===== config.mk =====
export PLATFORM = sky130hd
export DESIGN_NAME = uart_rx
export DESIGN_NICKNAME = d
export VERILOG_FILES = /design/src/rtl/uart_rx.sv
export SDC_FILE = /design/constraint.sdc
export NUM_CORES = 1
export LEC_CHECK = 0
export ABC_CLOCK_PERIOD_IN_PS = 2100
export CORE_MARGIN = 4
export CORE_UTILIZATION = 57
export CTS_CLUSTER_SIZE = 30
export DETAILED_ROUTE_END_ITERATION = 6
export HOLD_SLACK_MARGIN = 0.05
export PLACE_DENSITY = 0.76
export REMOVE_ABC_BUFFERS = 1
export SLEW_MARGIN = 20
export SYNTH_ARGS = -nofsm -noshare
export SYNTH_HDL_FRONTEND = slang
export SYNTH_SLANG_ARGS = --single-unit

===== constraint.sdc =====
create_clock -name clk -period 2.1 [get_ports clk]
set_clock_uncertainty 0.15 [all_clocks]
set_input_delay 0.315 -clock clk [delete_from_list [all_inputs] [get_ports clk]]
set_output_delay 0.315 -clock clk [all_outputs]
set_load 0.02 [all_outputs]

===== src/rtl/uart_rx.sv =====
// UART receiver: 2-flop synchronised line, mid-bit sampling FSM, and a single-word
// valid/ready output register with framing-error and overrun pulses.
module uart_rx #(
    parameter int DATA_WIDTH = 8,
    parameter int BAUD_RATE  = 115200,
    parameter int CLK_FREQ   = 100_000_000
) (
    input  logic                  clk,
    input  logic                  rstn,
    input  logic                  rxsig,
    output logic [DATA_WIDTH-1:0] rxdata,
    output logic                  rxvalid,
    input  logic                  rxready,
    output logic                  ferr,
    output logic                  overrun
);

    localparam int PULSE_WIDTH      = CLK_FREQ / BAUD_RATE;
    localparam int HALF_PULSE_WIDTH = PULSE_WIDTH / 2;
    localparam int CNT_W            = $clog2(PULSE_WIDTH) + 1;
    localparam int IDX_W            = (DATA_WIDTH > 1) ? $clog2(DATA_WIDTH) : 1;

    localparam logic [CNT_W-1:0] CNT_FULL = CNT_W'(PULSE_WIDTH - 1);
    localparam logic [CNT_W-1:0] CNT_HALF = CNT_W'(HALF_PULSE_WIDTH - 1);
    localparam logic [IDX_W-1:0] IDX_LAST = IDX_W'(DATA_WIDTH - 1);

    if (PULSE_WIDTH < 4) begin : g_pulse_chk
        $error("uart_rx: CLK_FREQ/BAUD_RATE must be at least 4");
    end

    typedef enum logic [1:0] {
        IDLE  = 2'd0,
        START = 2'd1,
        DATA  = 2'd2,
        STOP  = 2'd3
    } state_t;

    state_t                  state_q, state_d;
    logic [CNT_W-1:0]        cnt_q, cnt_d;
    logic [IDX_W-1:0]        idx_q, idx_d;
    logic [DATA_WIDTH-1:0]   shift_q, shift_d;
    logic [DATA_WIDTH-1:0]   rxdata_q, rxdata_d;
    logic                    rxvalid_q, rxvalid_d;
    logic                    ferr_q, ferr_d;
    logic                    overrun_q, overrun_d;
    logic                    sync1_q, sync1_d;
    logic                    sync2_q, sync2_d;
    logic                    hist_q, hist_d;
    logic                    frame_good;
    logic                    frame_bad;
    logic                    handshake;

    // Synchroniser chain; only sync2_q and hist_q are ever looked at.
    always_comb begin
        sync1_d = rxsig;
        sync2_d = sync1_q;
        hist_d  = sync2_q;
    end

    always_comb begin
        state_d    = state_q;
        cnt_d      = cnt_q;
        idx_d      = idx_q;
        shift_d    = shift_q;
        frame_good = 1'b0;
        frame_bad  = 1'b0;
        case (state_q)
            IDLE: begin
                if (hist_q && !sync2_q) begin
                    state_d = START;
                    cnt_d   = CNT_HALF;
                end
            end
            START: begin
                if (cnt_q == '0) begin
                    if (!sync2_q) begin
                        state_d = DATA;
                        cnt_d   = CNT_FULL;
                        idx_d   = '0;
                    end else begin
                        state_d = IDLE;
                    end
                end else begin
                    cnt_d = cnt_q - CNT_W'(1);
                end
            end
            DATA: begin
                if (cnt_q == '0) begin
                    shift_d[idx_q] = sync2_q;
                    cnt_d          = CNT_FULL;
                    if (idx_q == IDX_LAST) begin
                        state_d = STOP;
                    end else begin
                        idx_d = idx_q + IDX_W'(1);
                    end
                end else begin
                    cnt_d = cnt_q - CNT_W'(1);
                end
            end
            STOP: begin
                if (cnt_q == '0) begin
                    state_d    = IDLE;
                    frame_good = sync2_q;
                    frame_bad  = !sync2_q;
                end else begin
                    cnt_d = cnt_q - CNT_W'(1);
                end
            end
            default: state_d = IDLE;
        endcase
    end

    // A finished frame may replace the held word only if that word is leaving this cycle.
    always_comb begin
        handshake = rxvalid_q && rxready;
        rxdata_d  = rxdata_q;
        rxvalid_d = rxvalid_q;
        ferr_d    = frame_bad;
        overrun_d = 1'b0;
        if (frame_good) begin
            if (!rxvalid_q || handshake) begin
                rxdata_d  = shift_q;
                rxvalid_d = 1'b1;
            end else begin
                overrun_d = 1'b1;
            end
        end else if (handshake) begin
            rxvalid_d = 1'b0;
        end
    end

    always_ff @(posedge clk) begin
        if (!rstn) begin
            state_q   <= IDLE;
            cnt_q     <= '0;
            idx_q     <= '0;
            rxdata_q  <= '0;
            rxvalid_q <= 1'b0;
            ferr_q    <= 1'b0;
            overrun_q <= 1'b0;
            sync1_q   <= 1'b1;
            sync2_q   <= 1'b1;
            hist_q    <= 1'b1;
        end else begin
            state_q   <= state_d;
            cnt_q     <= cnt_d;
            idx_q     <= idx_d;
            rxdata_q  <= rxdata_d;
            rxvalid_q <= rxvalid_d;
            ferr_q    <= ferr_d;
            overrun_q <= overrun_d;
            sync1_q   <= sync1_d;
            sync2_q   <= sync2_d;
            hist_q    <= hist_d;
        end
    end

    // Every bit is rewritten before a frame can complete, so the shifter needs no reset.
    always_ff @(posedge clk) begin
        shift_q <= shift_d;
    end

    assign rxdata  = rxdata_q;
    assign rxvalid = rxvalid_q;
    assign ferr    = ferr_q;
    assign overrun = overrun_q;

endmodule


==> impl_metrics.env, run 1 <==
export IMPL_status="finished with violations"
export IMPL_violations="setup timing"
export IMPL_drc=0
export IMPL_numClockSinks=38
export IMPL_fin_crit_ns=2.17
export IMPL_rsz0062_at_grt="true"
export IMPL_netlist_instances=205
export IMPL_worst_slew_margin_rel_pct=61.7
export IMPL_utilization_pct=71.7
export IMPL_cts_tree="built"
export IMPL_path_cells="inv_2 > ha_4 > or4b_4 > nor3_4 > a311oi_2 > buf_4 > a32oi_1 > o31ai_1"
export IMPL_max_freq_ghz=0.461
export IMPL_post_place_ws_ns=-0.0119
export IMPL_std_cell_rows=21
export IMPL_synthArstFlopShare_pct=0
export IMPL_critPathLaunchType="register"
export IMPL_critPathCaptureType="register"
export IMPL_crit_family="simple AND/OR/NAND/NOR gates"
export IMPL_first_pass_iters=5
export IMPL_ant_nets=0
export IMPL_grt_max_degree=34
export IMPL_min_path_type="register to register"
export IMPL_areaGrowthSynthToFinish_pct=20.9
export IMPL_hpwl_um=3280
export IMPL_synth_area_per_cell_um2=9.65
export IMPL_critPathKind="register to register"
export IMPL_synthDistinctLibCells=55
export IMPL_clkTransAtPathRegs_ns=0.11
export IMPL_routedWlPerCell_um=17.4
export IMPL_grt_overflow_total=0
export IMPL_maxCapViolations=0
export IMPL_finalCritPeriodShare_pct=103
export IMPL_io_pins=15
export IMPL_wirelength_um=4900
export IMPL_ys_ff_latch=38
export IMPL_port_buffers=14
export IMPL_worst_path_buf_inv=2
export IMPL_layout_nets=248
export IMPL_cts_buffer_depth=2
export IMPL_hold_depth=1
export IMPL_die_width_um=66.9
export IMPL_grtUsageTotal_pct=23.1
export IMPL_n_fill_cell=259
export IMPL_leakagePower_uw=0.000929
export IMPL_antennaDiodeCount=0
export IMPL_reg2reg_depth=8
export IMPL_finalSetupViolations=1
export IMPL_antenna_found_initial=0
export IMPL_multiInputGateArea_mm2=0.00110
export IMPL_cts_root_buf="clkbuf_4"
export IMPL_synth_seq_area_share_pct=42.5
export IMPL_clkLatencyLatePin_ns=0.34
export IMPL_dieArea_mm2=0.00448
export IMPL_slowest_stage="or4b_4"
export IMPL_p_per_area_mw_per_mm2=872
export IMPL_max_stage_delay_ns=0.50
export IMPL_timing_critical_path_depth=8
export IMPL_vias_per_cell=6.14
export IMPL_cp_arrival_ns=2.24
export IMPL_synthFlopType="dfxtp_1"
export IMPL_cp_max_fo=3
export IMPL_ir_worst_vdd_v=0.000597
export IMPL_synth_edf_count=8
export IMPL_drive_above_1_share_pct=21.2
export IMPL_core_mm2=0.00334
export IMPL_netlist_area_mm2=0.00198
export IMPL_htreeDepth=2
export IMPL_hold_viol_final=0
export IMPL_grt_pass1_wl_um=7710
export IMPL_grt_pass1_vias=1726
export IMPL_final_max_slew_viol_count=0
export IMPL_worst_pin_slew_ns=0.574
export IMPL_gp_congestion=0.862
export IMPL_regArea_um2=843
export IMPL_ctsHoldBuffers=0
export IMPL_start_util_pct=59.3
export IMPL_vias=1731
export IMPL_ys_warn_count=0
export IMPL_fin_ws_ns=-0.0706
export IMPL_drtIter0Drc=116
export IMPL_cts_buffers=5
export IMPL_required_ns=2.17
export IMPL_die_h_um=66.9
[sequential cells by signal, summed over array words and instances (netlist names), named ones only]
name and cells:
state_q 1, ferr 1, shift_q 8, hist_q 1
rxdata 8, rxvalid 1, sync1_q 1, hist_d 1
cnt_q 11, idx_q 3, overrun 1
[power by group]
group / internal [uW] / total, uW / switching (uW)
clock: 128 / 368 / 241
sequential: 786 / 844 / 57.8
combinational: 374 / 873 / 498
[timing repair]
action | in CTS | in global routing
pin swaps | 1 | 6
setup buffers | 0 | 1
resized for setup | 1 | 14
setup endpoints to repair | 4 | 29
[kinds of logic after synthesis]
logic type	count (synthesis)	share of synthesized area [%]
flops	38	42.5
fa+ha+maj	9	5.69
simple gates	78	23.8
compound gates	47	17.7
buf+inv	22	4.74
mux	11	5.57
[metrics by stage]
stage | cell area (um2) | setup TNS [ns] | std cells | hold WS (ns) | total power (uW)
after floorplan | 1920 | 0 | 193 | 0.236 | 1320
after global placement | 2270 | 0 | 273 | 0.241 | 1570
after detailed placement | 2270 | -0.0197 | 273 | 0.273 | 1600
after CTS | 2320 | 0 | 281 | 0.293 | 1960
after global routing | 2390 | -0.462 | 282 | 0.320 | 2190
final | 2390 | -0.0706 | 282 | 0.285 | 2080
[cells in the mapped netlist, drive strengths merged, types with 2 or more instances]
library cell | instances | area, um2
nor4 | 6 | 58.8
a21oi | 7 | 35.0
nor4b | 3 | 32.5
o31ai | 3 | 22.5
nand4b | 2 | 17.5
a311oi | 2 | 17.5
nor2 | 13 | 48.8
ha | 9 | 113
nand2 | 14 | 55.1
a211oi | 3 | 35.0
inv | 10 | 37.5
mux2i | 11 | 110
o21a | 3 | 22.5
dfxtp | 30 | 601
a2111oi | 2 | 23.8
o21ai | 11 | 58.8
edfxtp | 8 | 240
buf | 6 | 32.5
nand3 | 5 | 30.0
nand2b | 4 | 25.0
o31a | 2 | 17.5
clkbuf | 6 | 23.8
nor2b | 12 | 75.1
and2 | 2 | 12.5
and3 | 3 | 18.8
or3 | 2 | 12.5
o211ai | 3 | 22.5
or4 | 2 | 15.0
nor3 | 7 | 40.0
[final timing paths]
kind	start	endpoint	slack [ns]
max	cnt_q[1]$_SDFFE_PN0P_	cnt_q[10]$_SDFFE_PN0P_	-0.07
min	sync1_q$_SDFF_PN1_	hist_d$_SDFF_PN1_	0.28
max reg2reg	cnt_q[1]$_SDFFE_PN0P_	cnt_q[10]$_SDFFE_PN0P_	-0.07
min reg2reg	sync1_q$_SDFF_PN1_	hist_d$_SDFF_PN1_	0.28
[per-layer routing]
| layer | routed length (um) | track usage (%) |
|---|---|---|
| met5 | 0 | 0 |
| met4 | 85 | 10.1 |
| met3 | 245 | 6.58 |
| met2 | 2610 | 41.3 |
| met1 | 1960 | 24.9 |
[placed cells by master, fill, tap and decap left out, drive strengths merged, types with 3 or more instances in the layout]
| master | count |
|---|---|
| nor4b | 3 |
| ha | 9 |
| a211oi | 3 |
| inv | 10 |
| mux2i | 11 |
| clkdlybuf4s50 | 14 |
| edfxtp | 8 |
| nor4 | 6 |
| nand2 | 14 |
| nor2b | 12 |
| o31ai | 3 |
| and3 | 3 |
| nand2b | 4 |
| o21a | 3 |
| nor3 | 7 |
| o211ai | 3 |
| a21oi | 7 |
| nor2 | 13 |
| buf | 21 |
| o21ai | 11 |
| clkbuf | 6 |
| nand3 | 5 |
| dfxtp | 30 |
[cell type report]
type                       count  area share (%)
clock buffer                   6            1.73
clock inverter                 2           0.419
inverter                      10            1.57
multi-input combinational    145            46.2
sequential                    38            35.3
tap                           46            2.41
timing repair buffer          35            12.5
No activity file was read; power rests on OpenSTA's default activity.
==> run 2: changes to the inputs <==
- ABC_CLOCK_PERIOD_IN_PS: 2100 -> 1760
- CORE_UTILIZATION: 57 -> 52
- PLACE_DENSITY: 0.76 -> 0.73
- clock period: 2.1 -> 1.76 ns (I/O delays scaled with it)
==> impl_metrics.env, run 2 (synthesis gave the netlist of run 1 again) <==
export IMPL_routedWlPerCell_um=21.6
export IMPL_drive_above_1_share_pct=41.5
export IMPL_grt_max_degree=34
export IMPL_layout_common_cells="buf_4 (46), dfxtp_1 (27), clkdlybuf4s50_1 (14), nor2b_1 (12), mux2i_1 (11)"
export IMPL_regMostFlops="cnt_q"
export IMPL_worst_slew_margin_rel_pct=54.9
export IMPL_numClockSinks=38
export IMPL_port_buffers=14
export IMPL_worst_pin_slew_ns=0.675
export IMPL_io_pins=15
export IMPL_grt_overflow_total=0
export IMPL_grtUsageTotal_pct=24.4
export IMPL_max_stage_delay_ns=0.35
export IMPL_ir_worst_vdd_v=0.000937
export IMPL_hold_viol_final=0
export IMPL_gp_congestion=0.961
export IMPL_clkLatencyLatePin_ns=0.30
export IMPL_hpwl_um=3530
export IMPL_finalSetupViolations=33
export IMPL_n_fill_cell=181
export IMPL_layout_nets=282
export IMPL_violations="setup timing"
export IMPL_fin_area_mm2=0.00302
export IMPL_critPathLaunchType="register"
export IMPL_status="finished with violations"
export IMPL_first_pass_iters=5
export IMPL_r2r_setup_slack_ns=-0.37
export IMPL_min_path_type="register to register"
export IMPL_critPathCaptureType="register"
export IMPL_largest_reg_flops=11
export IMPL_areaGrowthSynthToFinish_pct=52.8
export IMPL_std_cell_rows=22
export IMPL_finalCritPeriodShare_pct=121
export IMPL_start_util_pct=54.0
export IMPL_cp_arrival_ns=2.17
export IMPL_htreeDepth=2
export IMPL_critPathKind="register to register"
export IMPL_crit_path_end="idx_q[0]$_SDFFE_PN0P_"
export IMPL_p_per_area_mw_per_mm2=1230
export IMPL_ant_nets=0
export IMPL_cts_buffers=5
export IMPL_cts_buffer_depth=2
export IMPL_final_max_slew_viol_count=0
export IMPL_ctsHoldBuffers=0
export IMPL_die_width_um=69.7
export IMPL_die_h_um=69.7
export IMPL_clkTransAtPathRegs_ns=0.08
export IMPL_utilization_pct=82.5
export IMPL_crit_start="cnt_q[0]$_SDFFE_PN0P_"
export IMPL_fin_ws_ns=-0.371
export IMPL_maxCapViolations=0
export IMPL_vias=2029
export IMPL_fin_crit_ns=2.13
export IMPL_reg2reg_depth=9
export IMPL_drtIter0Drc=239
export IMPL_final_common_cell="buf_4"
export IMPL_cts_root_buf="clkbuf_8"
export IMPL_vias_per_cell=6.38
export IMPL_cts_tree="built"
export IMPL_required_ns=1.80
export IMPL_grt_pass1_vias=1919
export IMPL_core_mm2=0.00366
export IMPL_reg2reg_to="idx_q[0]$_SDFFE_PN0P_"
export IMPL_antennaDiodeCount=0
export IMPL_rsz0062_at_grt="true"
export IMPL_drc=0
export IMPL_cp_max_fo=4
export IMPL_dieArea_mm2=0.00485
export IMPL_wirelength_um=6870
export IMPL_place_area_mm2=0.00248
export IMPL_r2r_start="cnt_q[0]$_SDFFE_PN0P_"
export IMPL_slowest_stage="dfxtp_2"
export IMPL_leakagePower_uw=0.00118
export IMPL_max_freq_ghz=0.469
export IMPL_grt_pass1_wl_um=9370
export IMPL_path_cells="inv_2 > ha_4 > nor4b_4 > buf_4 > nand3_4 > buf_12 > a211oi_4 > mux2i_1 > nor2b_1"
export IMPL_antenna_found_initial=0
-- run 2: critical path, delay by kind of cell (launching register included) --
| family | cells | cell delay [ns] |
|---|---|---|
| buffers and inverters | 3 | 0.43 |
| AND/OR/NAND/NOR | 3 | 0.43 |
| flip-flops | 1 | 0.35 |
| multiplexers | 1 | 0.26 |
| AO/OA/AOI/OAI | 1 | 0.25 |
| adder cells (fa/ha/maj) | 1 | 0.15 |
-- run 2: layout make-up --
cell class	count	area (um2)	share of cell area (%)
timing repair buffer	69	596	19.7
multi-input combinational	145	1350	44.7
clock inverter	3	63.8	2.11
sequential	38	845	28.0
tap	48	60.1	1.99
clock buffer	5	68.8	2.28
inverter	10	37.5	1.24
-- run 2: worst min path at each step --
stage,cells past startpoint,from,to,slack (ns)
final,1,sync1_q$_SDFF_PN1_,hist_d$_SDFF_PN1_,0.26
after floorplan,1,rstn,hist_d$_SDFF_PN1_,0.19
after global routing,1,sync1_q$_SDFF_PN1_,hist_d$_SDFF_PN1_,0.27
after global placement,1,sync1_q$_SDFF_PN1_,hist_d$_SDFF_PN1_,0.25
after CTS,1,sync1_q$_SDFF_PN1_,hist_d$_SDFF_PN1_,0.27
after detailed placement,1,sync1_q$_SDFF_PN1_,hist_d$_SDFF_PN1_,0.25
-- run 2: through the flow --
| step | worst slack, ns | std cells | hold slack [ns] | power (uW) | TNS, ns |
|---|---|---|---|---|---|
| global placement | -0.267 | 303 | 0.249 | 2080 | -6.52 |
| CTS | -0.182 | 316 | 0.265 | 3320 | -3.10 |
| finish | -0.371 | 318 | 0.261 | 3700 | -7.82 |
| global route | -0.432 | 318 | 0.274 | 3820 | -9.46 |
| floorplan | -0.312 | 193 | 0.187 | 1580 | -4.93 |
| detailed placement | -0.332 | 303 | 0.249 | 2100 | -8.64 |
-- run 2: power breakdown --
| part | internal [uW] | switching, uW |
|---|---|---|
| combinational | 859 | 946 |
| sequential | 938 | 62.0 |
| clock | 561 | 337 |
-- run 2: timing repair --
action / in CTS / in global routing
hold endpoints to repair: 0 / 0
gates resized for setup: 45 / 27
pin swaps: 17 / 7
gates cloned: 0 / 0
buffers inserted: 5 / 4
setup endpoints to repair: 34 / 32
-- run 2: metal layers --
metal / global-route usage [%] / vias up / routed length, um / part of all wire, %
met1: 28.7 / 963 / 2670 / 39
met3: 6.67 / 36 / 679 / 9.9
met4: 8.09 / 0 / 264 / 3.8
li1: - / 879 / - / -
met2: 42.8 / 151 / 3260 / 47
met5: 0 / - / 0 / 0
==> run 3: changes to the inputs <==
- PLACE_DENSITY: 0.73 -> 0.79
==> impl_metrics.env, run 3 (synthesis gave the netlist of run 1 again) <==
export IMPL_r2r_start="cnt_q[1]$_SDFFE_PN0P_"
export IMPL_maxCapViolations=0
export IMPL_grt_max_degree=34
export IMPL_ir_worst_vdd_v=0.000727
export IMPL_antenna_found_initial=0
export IMPL_critPathCaptureType="register"
export IMPL_cts_tree="built"
export IMPL_grt_pass1_vias=1987
export IMPL_clkLatencyLatePin_ns=0.30
export IMPL_worst_slew_margin_rel_pct=57.1
export IMPL_max_freq_ghz=0.471
export IMPL_drive_above_1_share_pct=51.1
export IMPL_vias=2182
export IMPL_reg2reg_depth=10
export IMPL_die_h_um=69.7
export IMPL_routedWlPerCell_um=24.0
export IMPL_wirelength_um=7770
export IMPL_p_sw_share_pct=37.6
export IMPL_layout_nets=288
export IMPL_gp_congestion=0.905
export IMPL_total_power_uw=3850
export IMPL_vias_per_cell=6.73
export IMPL_areaGrowthSynthToFinish_pct=61.7
export IMPL_fin_crit_ns=2.12
export IMPL_hpwl_um=3480
export IMPL_die_width_um=69.7
export IMPL_grt_overflow_total=0
export IMPL_hold_viol_final=0
export IMPL_required_ns=1.79
export IMPL_tns_ns=-9.03
export IMPL_p_per_area_mw_per_mm2=1200
export IMPL_min_path_type="register to register"
export IMPL_cp_max_fo=6
export IMPL_start_util_pct=54.0
export IMPL_grt_pass1_wl_um=10200
export IMPL_antennaDiodeCount=0
export IMPL_min_delay_worst_endpoint="hist_d$_SDFF_PN1_"
export IMPL_cts_buffers=5
export IMPL_drtIter0Drc=364
export IMPL_regMostFlops="cnt_q"
export IMPL_p_switching_uw=1450
export IMPL_final_max_slew_viol_count=0
export IMPL_hold_path_startpoint="sync1_q$_SDFF_PN1_"
export IMPL_final_common_cell="buf_4"
export IMPL_finalSetupViolations=35
export IMPL_cts_root_buf="clkbuf_8"
export IMPL_first_pass_iters=6
export IMPL_p_seq_share_pct=26.0
export IMPL_layout_common_cells="buf_4 (49), dfxtp_1 (24), clkdlybuf4s50_1 (14), nor2b_1 (11), buf_6 (11)"
export IMPL_cts_buffer_depth=2
export IMPL_clkTransAtPathRegs_ns=0.08
export IMPL_leakagePower_uw=0.00122
export IMPL_critPathLaunchType="register"
export IMPL_fin_ws_ns=-0.362
export IMPL_reg2reg_to="cnt_q[2]$_SDFFE_PN0P_"
export IMPL_drc=0
export IMPL_r2r_setup_slack_ns=-0.36
export IMPL_violations="setup timing"
export IMPL_finalCritPeriodShare_pct=121
export IMPL_pwr_share_comb_pct=50.6
export IMPL_p_clk_share_pct=23.3
export IMPL_worst_pin_slew_ns=0.643
export IMPL_std_cell_rows=22
export IMPL_numClockSinks=38
export IMPL_ant_nets=0
export IMPL_port_buffers=14
export IMPL_grtUsageTotal_pct=26.6
export IMPL_core_mm2=0.00366
export IMPL_htreeDepth=2
export IMPL_hold_depth=1
export IMPL_io_pins=15
export IMPL_largest_reg_flops=11
export IMPL_dieArea_mm2=0.00485
export IMPL_rsz0062_at_grt="true"
export IMPL_cp_arrival_ns=2.15
export IMPL_critPathKind="register to register"
export IMPL_status="finished with violations"
export IMPL_p_int_uw=2400
## run 3: worst max-delay path, stage by stage, from the launching register on
cell and delay (ns):
dfxtp_2 0.36, inv_2 0.06, ha_4 0.16, nor4b_4 0.13, buf_4 0.15, and3_4 0.18
buf_6 0.12, a21boi_4 0.29, buf_12 0.16, o31a_1 0.16, o32ai_2 0.08
## run 3: layout make-up
class / count / area (um2)
multi-input cells: 145 / 1460
flip-flops and latches: 38 / 848
repair buffers: 75 / 652
fillers: 143 / 463
clock buffers: 5 / 68.8
clock inverters: 3 / 68.8
well taps: 48 / 60.1
inverters: 10 / 37.5
## run 3: worst max path at each step
stage,start,end,cells after the start
4_1_cts,cnt_q[0]$_SDFFE_PN0P_,cnt_q[6]$_SDFFE_PN0P_,7
3_3_place_gp,rstn,cnt_q[10]$_SDFFE_PN0P_,5
6_report,cnt_q[1]$_SDFFE_PN0P_,cnt_q[2]$_SDFFE_PN0P_,10
3_5_place_dp,cnt_q[1]$_SDFFE_PN0P_,idx_q[1]$_SDFFE_PN0P_,8
5_1_grt,cnt_q[0]$_SDFFE_PN0P_,cnt_q[2]$_SDFFE_PN0P_,10
2_1_floorplan,cnt_q[0]$_SDFFE_PN0P_,cnt_q[10]$_SDFFE_PN0P_,7
## run 3: timing repair
action	CTS	global route
pin swaps	16	17
hold buffers	0	0
buffers inserted	2	4
setup endpoints to repair	32	32
gates resized for setup	61	43
## run 3: routing by layer
metal	part of all wire (%)	routed length [um]	track usage (%)
met5	0	0	0
met4	6.0	463	13.2
met3	12	896	4.64
met2	44	3440	41.7
met1	38	2970	35.2
## run 3: power groups by stage
stage	sequential, uW	combinational, uW	clock (uW)
detailed placement	1000	1150	0
finish	1000	1950	899
global route	1000	2000	936
floorplan	1020	555	0
global placement	1000	1120	0
CTS	989	1470	891
## run 3: per-stage QoR
stage / setup WS (ns) / cell area [um2] / hold WS, ns / util, % / std cells
floorplan: -0.312 / 1920 / 0.187 / - / 193
global placement: -0.196 / 2550 / 0.249 / 69.8 / 311
detailed placement: -0.238 / 2550 / 0.261 / 69.8 / 311
CTS: -0.199 / 2950 / 0.277 / 80.7 / 320
global route: -0.417 / 3200 / 0.311 / 87.4 / 324
finish: -0.362 / 3200 / 0.281 / 87.4 / 324
